<file path="src/rtl/sparvec_mul_sched_if.sv">
// Handshake and memory-port bundle between the sparse-vector multiply sequencer and its neighbours.
interface sparvec_mul_sched_if #(
  parameter int unsigned AW        = 5,
  parameter int unsigned PROC_SIZE = 64
);
  logic                 i_start;
  logic                 i_preload_en;
  logic                 i_abort;
  logic                 o_busy;
  logic                 o_done;
  logic                 o_pre_rd;
  logic [AW-1:0]        o_pre_addr;
  logic [PROC_SIZE-1:0] i_pre_data;
  logic                 o_vec_add_wen;
  logic [AW-1:0]        o_vec_add_addr;
  logic [PROC_SIZE-1:0] o_vec_add;
  logic                 o_mul_start;
  logic                 i_mul_done;
  logic                 o_res_en;
  logic [AW-1:0]        o_res_addr;
  logic [PROC_SIZE-1:0] i_res;
  logic [PROC_SIZE-1:0] o_res_data;
  logic                 o_res_valid;
  logic                 o_res_last;
  logic                 i_res_ready;

  // Sequencer side
  modport master (
    input  i_start, i_preload_en, i_abort, i_pre_data, i_mul_done, i_res, i_res_ready,
    output o_busy, o_done, o_pre_rd, o_pre_addr, o_vec_add_wen, o_vec_add_addr, o_vec_add,
           o_mul_start, o_res_en, o_res_addr, o_res_data, o_res_valid, o_res_last
  );

  // Environment side (protocol FSM, preload source, multiplier, stream sink)
  modport slave (
    output i_start, i_preload_en, i_abort, i_pre_data, i_mul_done, i_res, i_res_ready,
    input  o_busy, o_done, o_pre_rd, o_pre_addr, o_vec_add_wen, o_vec_add_addr, o_vec_add,
           o_mul_start, o_res_en, o_res_addr, o_res_data, o_res_valid, o_res_last
  );
endinterface

</file>
<file path="src/rtl/sparvec_mul_sched.sv">
// Job sequencer for the sparse matrix x sparse-vector GF(256) multiplier:
// init/preload result memory, run the multiplier, drain results as a stream.
module sparvec_mul_sched #(
  parameter string PARAMETER_SET = "L3"
) (
  input  logic                 i_clk,
  input  logic                 i_rst_n,
  sparvec_mul_sched_if.master  bus
);
  localparam int unsigned MAT_ROW_SIZE_BYTES = (PARAMETER_SET == "L1") ? 104 :
                                               (PARAMETER_SET == "L2") ? 159 :
                                               (PARAMETER_SET == "L3") ? 202 : 8;
  localparam int unsigned N_GF      = 8;
  localparam int unsigned PROC_SIZE = N_GF * 8;
  localparam int unsigned RES_WORDS = MAT_ROW_SIZE_BYTES / N_GF;
  localparam int unsigned AW        = (RES_WORDS > 1) ? $clog2(RES_WORDS) : 1;
  localparam logic [AW-1:0] LAST_ADDR = AW'(RES_WORDS - 1);

  typedef enum logic [2:0] {
    S_IDLE, S_INIT, S_START, S_WAIT_MUL, S_DRAIN, S_DONE
  } state_e;

  state_e               state_q, state_d;
  logic                 preload_q, preload_d;
  logic                 mul_pend_q, mul_pend_d;   // multiplier started, done not yet seen
  logic                 pre_act_q, pre_act_d;     // preload reads still to issue
  logic [AW-1:0]        pre_addr_q, pre_addr_d;
  logic                 wr_vld_q, wr_vld_d;       // a read was issued last cycle -> write now
  logic [AW-1:0]        wr_addr_q, wr_addr_d;
  logic                 rd_left_q, rd_left_d;     // result reads still to issue
  logic [AW-1:0]        rd_addr_q, rd_addr_d;
  logic                 inflight_q, inflight_d;
  logic [AW-1:0]        out_idx_q, out_idx_d;
  logic [PROC_SIZE-1:0] fifo_q [2];
  logic [PROC_SIZE-1:0] fifo_d [2];
  logic                 rd_ptr_q, rd_ptr_d;
  logic                 wr_ptr_q, wr_ptr_d;
  logic [1:0]           count_q, count_d;

  logic                 res_valid_c;
  logic                 res_last_c;
  logic                 pop_c;
  logic                 issue_c;

  // Stream handshake and read-issue decision; occupancy counts this cycle's departure
  always_comb begin
    res_valid_c = (count_q != 2'd0);
    res_last_c  = res_valid_c && (out_idx_q == LAST_ADDR);
    pop_c       = res_valid_c && bus.i_res_ready;
    issue_c     = (state_q == S_DRAIN) && rd_left_q &&
                  ((3'(count_q) + 3'(inflight_q) - 3'(pop_c)) < 3'd2);
  end

  // Next-state and datapath update
  always_comb begin
    state_d    = state_q;
    preload_d  = preload_q;
    mul_pend_d = mul_pend_q;
    pre_act_d  = pre_act_q;
    pre_addr_d = pre_addr_q;
    wr_vld_d   = wr_vld_q;
    wr_addr_d  = wr_addr_q;
    rd_left_d  = rd_left_q;
    rd_addr_d  = rd_addr_q;
    inflight_d = inflight_q;
    out_idx_d  = out_idx_q;
    fifo_d     = fifo_q;
    rd_ptr_d   = rd_ptr_q;
    wr_ptr_d   = wr_ptr_q;
    count_d    = count_q;

    if (bus.i_mul_done) mul_pend_d = 1'b0;
    if (state_q == S_START) mul_pend_d = 1'b1;

    unique case (state_q)
      S_IDLE: begin
        if (bus.i_start) begin
          state_d    = S_INIT;
          preload_d  = bus.i_preload_en;
          pre_act_d  = 1'b1;
          pre_addr_d = '0;
          wr_vld_d   = 1'b0;
        end
      end
      S_INIT: begin
        wr_vld_d  = pre_act_q;
        wr_addr_d = pre_addr_q;
        if (pre_act_q) begin
          if (pre_addr_q == LAST_ADDR) pre_act_d  = 1'b0;
          else                         pre_addr_d = pre_addr_q + AW'(1);
        end else if (!mul_pend_q) begin
          // an aborted multiplier run must report done before a restart
          state_d = S_START;
        end
      end
      S_START: begin
        state_d = S_WAIT_MUL;
      end
      S_WAIT_MUL: begin
        if (bus.i_mul_done) begin
          state_d    = S_DRAIN;
          rd_left_d  = 1'b1;
          rd_addr_d  = '0;
          inflight_d = 1'b0;
          out_idx_d  = '0;
          count_d    = 2'd0;
          rd_ptr_d   = 1'b0;
          wr_ptr_d   = 1'b0;
        end
      end
      S_DRAIN: begin
        inflight_d = issue_c;
        if (issue_c) begin
          if (rd_addr_q == LAST_ADDR) rd_left_d = 1'b0;
          else                        rd_addr_d = rd_addr_q + AW'(1);
        end
        if (inflight_q) begin
          fifo_d[wr_ptr_q] = bus.i_res;
          wr_ptr_d         = ~wr_ptr_q;
        end
        if (pop_c) begin
          rd_ptr_d = ~rd_ptr_q;
          if (out_idx_q != LAST_ADDR) out_idx_d = out_idx_q + AW'(1);
        end
        count_d = count_q + 2'(inflight_q) - 2'(pop_c);
        if (pop_c && res_last_c) state_d = S_DONE;
      end
      S_DONE: begin
        state_d = S_IDLE;
      end
      default: state_d = S_IDLE;
    endcase

    // Abort flushes everything except knowledge of a still-running multiplier
    if (bus.i_abort) begin
      state_d    = S_IDLE;
      pre_act_d  = 1'b0;
      wr_vld_d   = 1'b0;
      rd_left_d  = 1'b0;
      inflight_d = 1'b0;
      count_d    = 2'd0;
      rd_ptr_d   = 1'b0;
      wr_ptr_d   = 1'b0;
    end
  end

  // State and datapath registers
  always_ff @(posedge i_clk or negedge i_rst_n) begin
    if (!i_rst_n) begin
      state_q    <= S_IDLE;
      preload_q  <= 1'b0;
      mul_pend_q <= 1'b0;
      pre_act_q  <= 1'b0;
      pre_addr_q <= '0;
      wr_vld_q   <= 1'b0;
      wr_addr_q  <= '0;
      rd_left_q  <= 1'b0;
      rd_addr_q  <= '0;
      inflight_q <= 1'b0;
      out_idx_q  <= '0;
      for (int i = 0; i < 2; i++) fifo_q[i] <= '0;
      rd_ptr_q   <= 1'b0;
      wr_ptr_q   <= 1'b0;
      count_q    <= 2'd0;
    end else begin
      state_q    <= state_d;
      preload_q  <= preload_d;
      mul_pend_q <= mul_pend_d;
      pre_act_q  <= pre_act_d;
      pre_addr_q <= pre_addr_d;
      wr_vld_q   <= wr_vld_d;
      wr_addr_q  <= wr_addr_d;
      rd_left_q  <= rd_left_d;
      rd_addr_q  <= rd_addr_d;
      inflight_q <= inflight_d;
      out_idx_q  <= out_idx_d;
      for (int i = 0; i < 2; i++) fifo_q[i] <= fifo_d[i];
      rd_ptr_q   <= rd_ptr_d;
      wr_ptr_q   <= wr_ptr_d;
      count_q    <= count_d;
    end
  end

  // Output decode from registered state; preload data passes straight to the write port
  assign bus.o_busy         = (state_q != S_IDLE);
  assign bus.o_done         = (state_q == S_DONE);
  assign bus.o_pre_rd       = (state_q == S_INIT) && pre_act_q && preload_q;
  assign bus.o_pre_addr     = ((state_q == S_INIT) && pre_act_q) ? pre_addr_q : '0;
  assign bus.o_vec_add_wen  = (state_q == S_INIT) && wr_vld_q;
  assign bus.o_vec_add_addr = bus.o_vec_add_wen ? wr_addr_q : '0;
  assign bus.o_vec_add      = (bus.o_vec_add_wen && preload_q) ? bus.i_pre_data : '0;
  assign bus.o_mul_start    = (state_q == S_START);
  assign bus.o_res_en       = (state_q == S_DRAIN);
  assign bus.o_res_addr     = (state_q == S_DRAIN) ? rd_addr_q : '0;
  assign bus.o_res_data     = res_valid_c ? fifo_q[rd_ptr_q] : '0;
  assign bus.o_res_valid    = res_valid_c;
  assign bus.o_res_last     = res_last_c;

endmodule

</file>
<file path="src/flat_wrapper.sv">
// flat-port wrapper written by rule: the top's interface ports become plain ports
module sparvec_mul_sched_flat 
#(
  parameter string PARAMETER_SET = "  "
)
  (i_clk, i_rst_n, bus_i_start, bus_i_preload_en, bus_i_abort, bus_i_pre_data, bus_i_mul_done, bus_i_res, bus_i_res_ready, bus_o_busy, bus_o_done, bus_o_pre_rd, bus_o_pre_addr, bus_o_vec_add_wen, bus_o_vec_add_addr, bus_o_vec_add, bus_o_mul_start, bus_o_res_en, bus_o_res_addr, bus_o_res_data, bus_o_res_valid, bus_o_res_last);
  sparvec_mul_sched_if #(.AW((4)), .PROC_SIZE((64))) bus_i ();
  input  logic i_clk;
  input  logic i_rst_n;
  input wire logic [$bits(bus_i.i_start)-1:0] bus_i_start;
  input wire logic [$bits(bus_i.i_preload_en)-1:0] bus_i_preload_en;
  input wire logic [$bits(bus_i.i_abort)-1:0] bus_i_abort;
  input wire logic [$bits(bus_i.i_pre_data)-1:0] bus_i_pre_data;
  input wire logic [$bits(bus_i.i_mul_done)-1:0] bus_i_mul_done;
  input wire logic [$bits(bus_i.i_res)-1:0] bus_i_res;
  input wire logic [$bits(bus_i.i_res_ready)-1:0] bus_i_res_ready;
  output wire logic [$bits(bus_i.o_busy)-1:0] bus_o_busy;
  output wire logic [$bits(bus_i.o_done)-1:0] bus_o_done;
  output wire logic [$bits(bus_i.o_pre_rd)-1:0] bus_o_pre_rd;
  output wire logic [$bits(bus_i.o_pre_addr)-1:0] bus_o_pre_addr;
  output wire logic [$bits(bus_i.o_vec_add_wen)-1:0] bus_o_vec_add_wen;
  output wire logic [$bits(bus_i.o_vec_add_addr)-1:0] bus_o_vec_add_addr;
  output wire logic [$bits(bus_i.o_vec_add)-1:0] bus_o_vec_add;
  output wire logic [$bits(bus_i.o_mul_start)-1:0] bus_o_mul_start;
  output wire logic [$bits(bus_i.o_res_en)-1:0] bus_o_res_en;
  output wire logic [$bits(bus_i.o_res_addr)-1:0] bus_o_res_addr;
  output wire logic [$bits(bus_i.o_res_data)-1:0] bus_o_res_data;
  output wire logic [$bits(bus_i.o_res_valid)-1:0] bus_o_res_valid;
  output wire logic [$bits(bus_i.o_res_last)-1:0] bus_o_res_last;
  assign bus_i.i_start = bus_i_start;
  assign bus_i.i_preload_en = bus_i_preload_en;
  assign bus_i.i_abort = bus_i_abort;
  assign bus_i.i_pre_data = bus_i_pre_data;
  assign bus_i.i_mul_done = bus_i_mul_done;
  assign bus_i.i_res = bus_i_res;
  assign bus_i.i_res_ready = bus_i_res_ready;
  assign bus_o_busy = bus_i.o_busy;
  assign bus_o_done = bus_i.o_done;
  assign bus_o_pre_rd = bus_i.o_pre_rd;
  assign bus_o_pre_addr = bus_i.o_pre_addr;
  assign bus_o_vec_add_wen = bus_i.o_vec_add_wen;
  assign bus_o_vec_add_addr = bus_i.o_vec_add_addr;
  assign bus_o_vec_add = bus_i.o_vec_add;
  assign bus_o_mul_start = bus_i.o_mul_start;
  assign bus_o_res_en = bus_i.o_res_en;
  assign bus_o_res_addr = bus_i.o_res_addr;
  assign bus_o_res_data = bus_i.o_res_data;
  assign bus_o_res_valid = bus_i.o_res_valid;
  assign bus_o_res_last = bus_i.o_res_last;
  sparvec_mul_sched #(.PARAMETER_SET(PARAMETER_SET)) u_core (.i_clk(i_clk), .i_rst_n(i_rst_n), .bus(bus_i));
endmodule
</file>
<file path="config.mk">
export PLATFORM = sky130hd
export DESIGN_NAME = sparvec_mul_sched_flat
export DESIGN_NICKNAME = d
export VERILOG_FILES = /design/src/rtl/sparvec_mul_sched_if.sv /design/src/rtl/sparvec_mul_sched.sv /design/src/flat_wrapper.sv
export SDC_FILE = /design/constraint.sdc
export NUM_CORES = 1
export LEC_CHECK = 0
export BUFFER_PORTS_ARGS = -buffer_cell sky130_fd_sc_hd__buf_4
export CORE_MARGIN = 4
export CORE_UTILIZATION = 49
export DETAILED_ROUTE_END_ITERATION = 8
export GPL_ROUTABILITY_DRIVEN = 1
export PLACE_DENSITY = 0.89
export SLEW_MARGIN = 30
export SYNTH_ARGS = -nofsm -noshare
export SYNTH_HDL_FRONTEND = slang
export SYNTH_SLANG_ARGS = --single-unit
</file>
<file path="constraint.sdc">
create_clock -name i_clk -period 3.1 [get_ports i_clk]
set_clock_uncertainty 0.15 [all_clocks]
set_input_delay 0.465 -clock i_clk [delete_from_list [all_inputs] [get_ports i_clk]]
set_output_delay 0.465 -clock i_clk [all_outputs]
set_load 0.03 [all_outputs]
</file>
# After elaboration in Yosys (flattened, before gate mapping)
# Cells that the tools add are included.
[totals]
in_bits = 135
ff_bits = 145
out_inout_bits = 148
[classes]
n_mux = 53
order_cmp = 4
n_eq_ne = 19
reduce_logical = 29
add_sub_neg = 7
bitwise_logic = 5
[op_table]
columns = ["cell", "count"]
rows = [
  ["$mux W64", 6],
  ["$bwmux W128", 1],
  ["$demux W64 S1", 1],
  ["$mux W1", 26],
  ["$mux W3", 6],
  ["$pmux W1 S2", 9],
  ["$ne A3 B3 Y1 const B", 5],
  ["$pmux W3 S5", 1],
  ["$reduce_and A3 Y1", 5],
  ["$ne A3 B2 Y1 const B", 4],
  ["$logic_and A1 B1 Y1", 10],
  ["$reduce_bool A3 Y1", 3],
  ["$reduce_and A2 Y1", 4],
  ["$reduce_bool A2 Y1", 4],
  ["$eq A3 B2 Y1 const B", 2],
  ["$eq A3 B3 Y1 const B", 2],
  ["$ne A2 B1 Y1 const B", 3],
  ["$reduce_and A5 Y1", 1],
  ["$ge A2 B2 Y1 const B", 2],
  ["$mux W2", 2],
  ["$ne A2 B2 Y1 const B", 2],
  ["$not A1 Y2", 2],
  ["$pmux W2 S2", 1],
  ["$reduce_and A4 Y1", 1],
  ["other kinds (10)", 14],
]

# Depth between registers and ports, before layout
[depth]
depth_word = 8
depth_mapped = 11
ltp_nobuf = 11

# Worst setup path before layout
# No wires, ideal clock.
[synth_timing]
kind = "reg2reg"
start = "register u_core.count_q[1]"
end = "register u_core.rd_left_q"
required_ns = 2.820
n_path_buf = 0
period_less_slack_ns = 2.518
path_slack_ns = 0.582
path_stages_with_launch = 12
setup_ns = 0.130
t_arrival_ns = 2.238
path_cell_list = "dfrtp_1 -> nor2_1 -> inv_1 -> and2_1 -> ha_1 -> inv_1 -> ha_1 -> fa_1 -> nor2b_1 -> nand2_1 -> a21oi_1 -> o32ai_1"
[synth_between]
elab_chain_len = 7
[synth_lines]
columns = ["item", "line_no", "source"]
rows = [
  ["from (decl)", "sparvec_mul_sched.sv:38", "logic [1:0] count_q, count_d;"],
  ["from (signal assigned)", "sparvec_mul_sched.sv:180", "count_q <= count_d;"],
  ["parallel branches: the longest is 2 deep, another holds $add A2 B1 Y3", "-", ""],
  ["$sub A3 B1 Y3 *", "sparvec_mul_sched.sv:51", "((3'(count_q) + 3'(inflight_q) - 3'(pop_c)) < 3'd2);"],
  ["$lt A3 B2 Y1 *", "sparvec_mul_sched.sv:51", ""],
  ["$logic_and A1 B1 Y1 *", "sparvec_mul_sched.sv:50", "issue_c = (state_q == S_DRAIN) && rd_left_q &&"],
  ["$ne A3 B2 Y1 (no line) *", "-", ""],
  ["$reduce_and A4 Y1 (no line) *", "-", ""],
  ["to (signal assigned)", "sparvec_mul_sched.sv:173", "rd_left_q <= rd_left_d;"],
  ["to (decl)", "sparvec_mul_sched.sv:30", "logic rd_left_q, rd_left_d;"],
]
# Mark *: on every way between the ends.
# A chain may end at the register's enable or synchronous reset.

# Worst setup path in the final report
[layout_timing]
start = "register u_core.state_q[1]"
end = "output port bus_o_vec_add[17]"
[layout_between]
elab_chain_len = 4
[layout_lines]
columns = ["item", "line_no", "source"]
rows = [
  ["from (decl)", "sparvec_mul_sched.sv:23", "state_e state_q, state_d;"],
  ["from (signal assigned)", "sparvec_mul_sched.sv:166", "state_q <= state_d;"],
  ["$eq A3 B1 Y1", "sparvec_mul_sched.sv:189", "assign bus.o_vec_add_wen = (state_q == S_INIT) && wr_vld_q;"],
  ["$logic_and A1 B1 Y1", "sparvec_mul_sched.sv:189", ""],
  ["$logic_and A1 B1 Y1", "sparvec_mul_sched.sv:191", "assign bus.o_vec_add = (bus.o_vec_add_wen && preload_q) ? bus.i_pre_data : '0;"],
  ["$mux W64", "sparvec_mul_sched.sv:191", ""],
  ["to (decl)", "flat_wrapper.sv:23", "output wire logic [$bits(bus_i.o_vec_add)-1:0] bus_o_vec_add;"],
]
# No other way between the ends.

==> out/results.tsv <==
metric	value	unit
cts_sinks	141	
p_comb_frac	0.134	
num-nets-final	978	
finalSetupViolations	0	
synthArstFlopShare	1.00	
ir_drop	0.000442	V
globalplace.congestion	0.918	
crit_fanout	65	
cts_buffers	17	
die_area	16400	um2
crit_buf_inv	2	
n_fill_cell	1044	
wl	22.6	mm
fin_tns_setup	0	ps
p_leak	4.90	nW
grt_max_degree	66	
placed_area	9180	um2
clock_latency	420	ps
via_per_inst	5.40	
synth_edf_count	0	
grt.overflow.total	0	
slowest_stage	dfrtp_1	
regArea	3530	um2
design_area	9800	um2
hold_slack	115	ps
syn_to_final_growth	38.7	%
root_buffer	clkbuf_16	
n_antenna_cell	0	
cellPowerDensity	492	nW/um2
start_kind	flip-flop	
wl_per_cell	21.9	um
detail-route-antenna-nets	0	
syn_avg_cell_area	12.1	um2
p_int	3.54	mW
finalCriticalPeriod	2920	ps
hold_path_depth	2	
drive_gt1_frac	0.508	
drc_errors	0	
grt_usage	0.273	
core	14000	um2
p_sw_frac	0.267	
clk_pin_slew	60	ps
io_pins	283	
slew_headroom	0.482	
setup_ws	182	ps
drtPass1Iterations	4	
worst_pin_slew	777	ps
clockBufferDepth	2	
critPathTopFamily	simple AND/OR/NAND/NOR gates	
syn-instance-count	586	
rsz0062_at_grt	no	
dr_total_vias	5581	
cts_tree	built	
ys_ff_latch	141	
r2r_cells	11	
finalMaxSlewViolations	0	
postCtsSetupRepairBufs	0	
cp_cell_sequence	nor2_1 -> and3_1 -> buf_4 -> and3_1 -> buf_4	
clockPowerShare	0.435	
holdCritPathClass	in -> reg	
p_switching	1.29	mW
crit_path_end_kind	output pin	
worstSetupPathType	reg -> out	
synth_area	7070	um2
dp_slack	542	ps
ys_seq_area_frac	0.499	
crit_cells	5	
outcome	completed	
synth_cell_types	45	
max_stage_delay	530	ps
maxCapViolations	0	
multiInputGateArea	3240	um2
h-tree-depth	4	
max_freq	343	MHz
portBuffers	270	
ys.flop_type	dfrtp_1	
hold_violations	0	
antenna_found_initial	2	
die_w	128	um
crit_required	2480	ps
grt_pass1_wl	33.9	mm
finalCritPeriodShare	0.941	
arrival	2300	ps
rows	43	
start_util	0.505	
fp.dieH	128	um
cts_resized	0	
p_seq_frac	0.431	
hpwlAfterDp	16.8	mm
drtIter0Drc	314	
grt_pass1_vias	5811	
yosys_warnings	0	
cell families after synthesis:
logic type,synth area share
adders and majority gates,0.00637
muxes,0.300
buffers and inverters,0.0510
other,0.000530
DFF,0.499
and+or+nand+nor,0.123
xor gates and xnor gates,0.00248
AOI/OAI and AO/OA,0.0182
synthesized netlist by cell type (3+ instances only):
cell | number | area [um2]
a21oi_1 | 4 | 20.0
and3_1 | 66 | 413
buf_2 | 15 | 75.1
buf_4 | 13 | 97.6
buf_6 | 6 | 67.6
clkbuf_1 | 22 | 82.6
dfrtp_1 | 141 | 3530
inv_1 | 8 | 30.0
mux2_1 | 21 | 236
mux2_2 | 108 | 1220
mux2i_1 | 65 | 651
nand2_1 | 7 | 26.3
nor2_1 | 68 | 255
nor3_1 | 3 | 15.0
o21ai_0 | 3 | 15.0
layout by cell type, fill, tap and decap left out, types with 2 or more instances in the layout:
cell type   synthesis  final
inv_6               0      2
a21o_1              2      2
clkinv_2            0      3
mux2_2            108    108
buf_4              13    277
o21ai_0             3      3
dfrtp_1           141    139
clkbuf_16           0     17
bufinv_16           0      3
a22o_1              2      2
mux2_1             21     21
ha_1                2      2
nand2_1             7      7
mux2i_1            65     65
clkinv_4            0      3
nor3_1              3      3
clkbuf_8            0      2
and2_1              2      2
inv_1               8      8
nor2_1             68     67
conb_1              1     12
buf_12              0      3
clkinvlp_4          0      2
a21oi_1             4      4
and3_1             66     66
or3_1               2      2
cell type report:
cell class	count	share of cell area
multi-input combinational	390	0.330
clock inverter	13	0.0167
timing repair buffer	282	0.220
clock buffer	19	0.0462
sequential	141	0.360
inverter	8	0.00306
tap	180	0.0230
layer usage:
layer | wire [um] | vias to the layer above | global-route usage
met2 | 11400 | 237 | 0.474
met3 | 2400 | 43 | 0.113
met4 | 786 | 4 | 0.115
met5 | 27 | - | 0
li1 | - | 2535 | -
met1 | 8000 | 2762 | 0.295
final timing paths:
kind,from,to,slack (ps)
worst min register to register,u_core.fifo_q[68]$_DFFE_PN0P_,u_core.fifo_q[68]$_DFFE_PN0P_,340
worst max register to register,u_core.count_q[1]$_DFFE_PN0P_,u_core.rd_left_q$_DFFE_PN0P_,470
max in group asynchronous,i_rst_n,u_core.fifo_q[108]$_DFFE_PN0P_,1610
worst max-delay path,u_core.state_q[1]$_DFFE_PN0P_,bus_o_vec_add[17],180
min in group asynchronous,i_rst_n,u_core.fifo_q[57]$_DFFE_PN0P_,420
worst min-delay path,bus_i_res[34],u_core.fifo_q[34]$_DFFE_PN0P_,120
power groups by stage:
stage | Combinational [mW] | Sequential, mW | Clock, mW
final | 0.647 | 2.08 | 2.10
after global routing | 0.702 | 2.10 | 2.22
after CTS | 0.650 | 2.07 | 2.13
after detailed placement | 0.644 | 2.10 | 0
after global placement | 0.629 | 2.10 | 0
after floorplan | 0.438 | 2.00 | 0
worst reg2reg max path, cell delays in order, from the launching register on:
cell and delay [ps]:
dfrtp_1 440, nor2_4 140, inv_1 90, and2_1 180, ha_1 270, inv_1 40, ha_1 210, fa_1 480
nor2b_1 170, nand2_1 70, a21oi_1 150, o32ai_1 110
through the flow:
stage / util / power [mW] / instances
6_report: 0.701 / 4.83 / 1033
5_1_grt: 0.701 / 5.02 / 1033
4_1_cts: 0.701 / 4.85 / 1033
3_5_place_dp: 0.656 / 2.75 / 1000
3_3_place_gp: 0.656 / 2.72 / 1000
2_1_floorplan: - / 2.44 / 597
registers in the layout, summed over array words and instances (netlist names):
register	cells
u_core.count_q	2
u_core.rd_ptr_q	1
u_core.preload_q	1
u_core.mul_pend_q	1
u_core.wr_ptr_q	1
u_core.pre_act_q	1
u_core.inflight_q	1
u_core.wr_vld_q	1
u_core.fifo_q	128
u_core.state_q	3
u_core.rd_left_q	1
timing repair:
action | in CTS | in global routing
hold endpoints to repair | 56 | 0
endpoints found under the setup margin | 0 | 0
hold buffers | 1 | 0
Power figures use the tool's default switching activity.
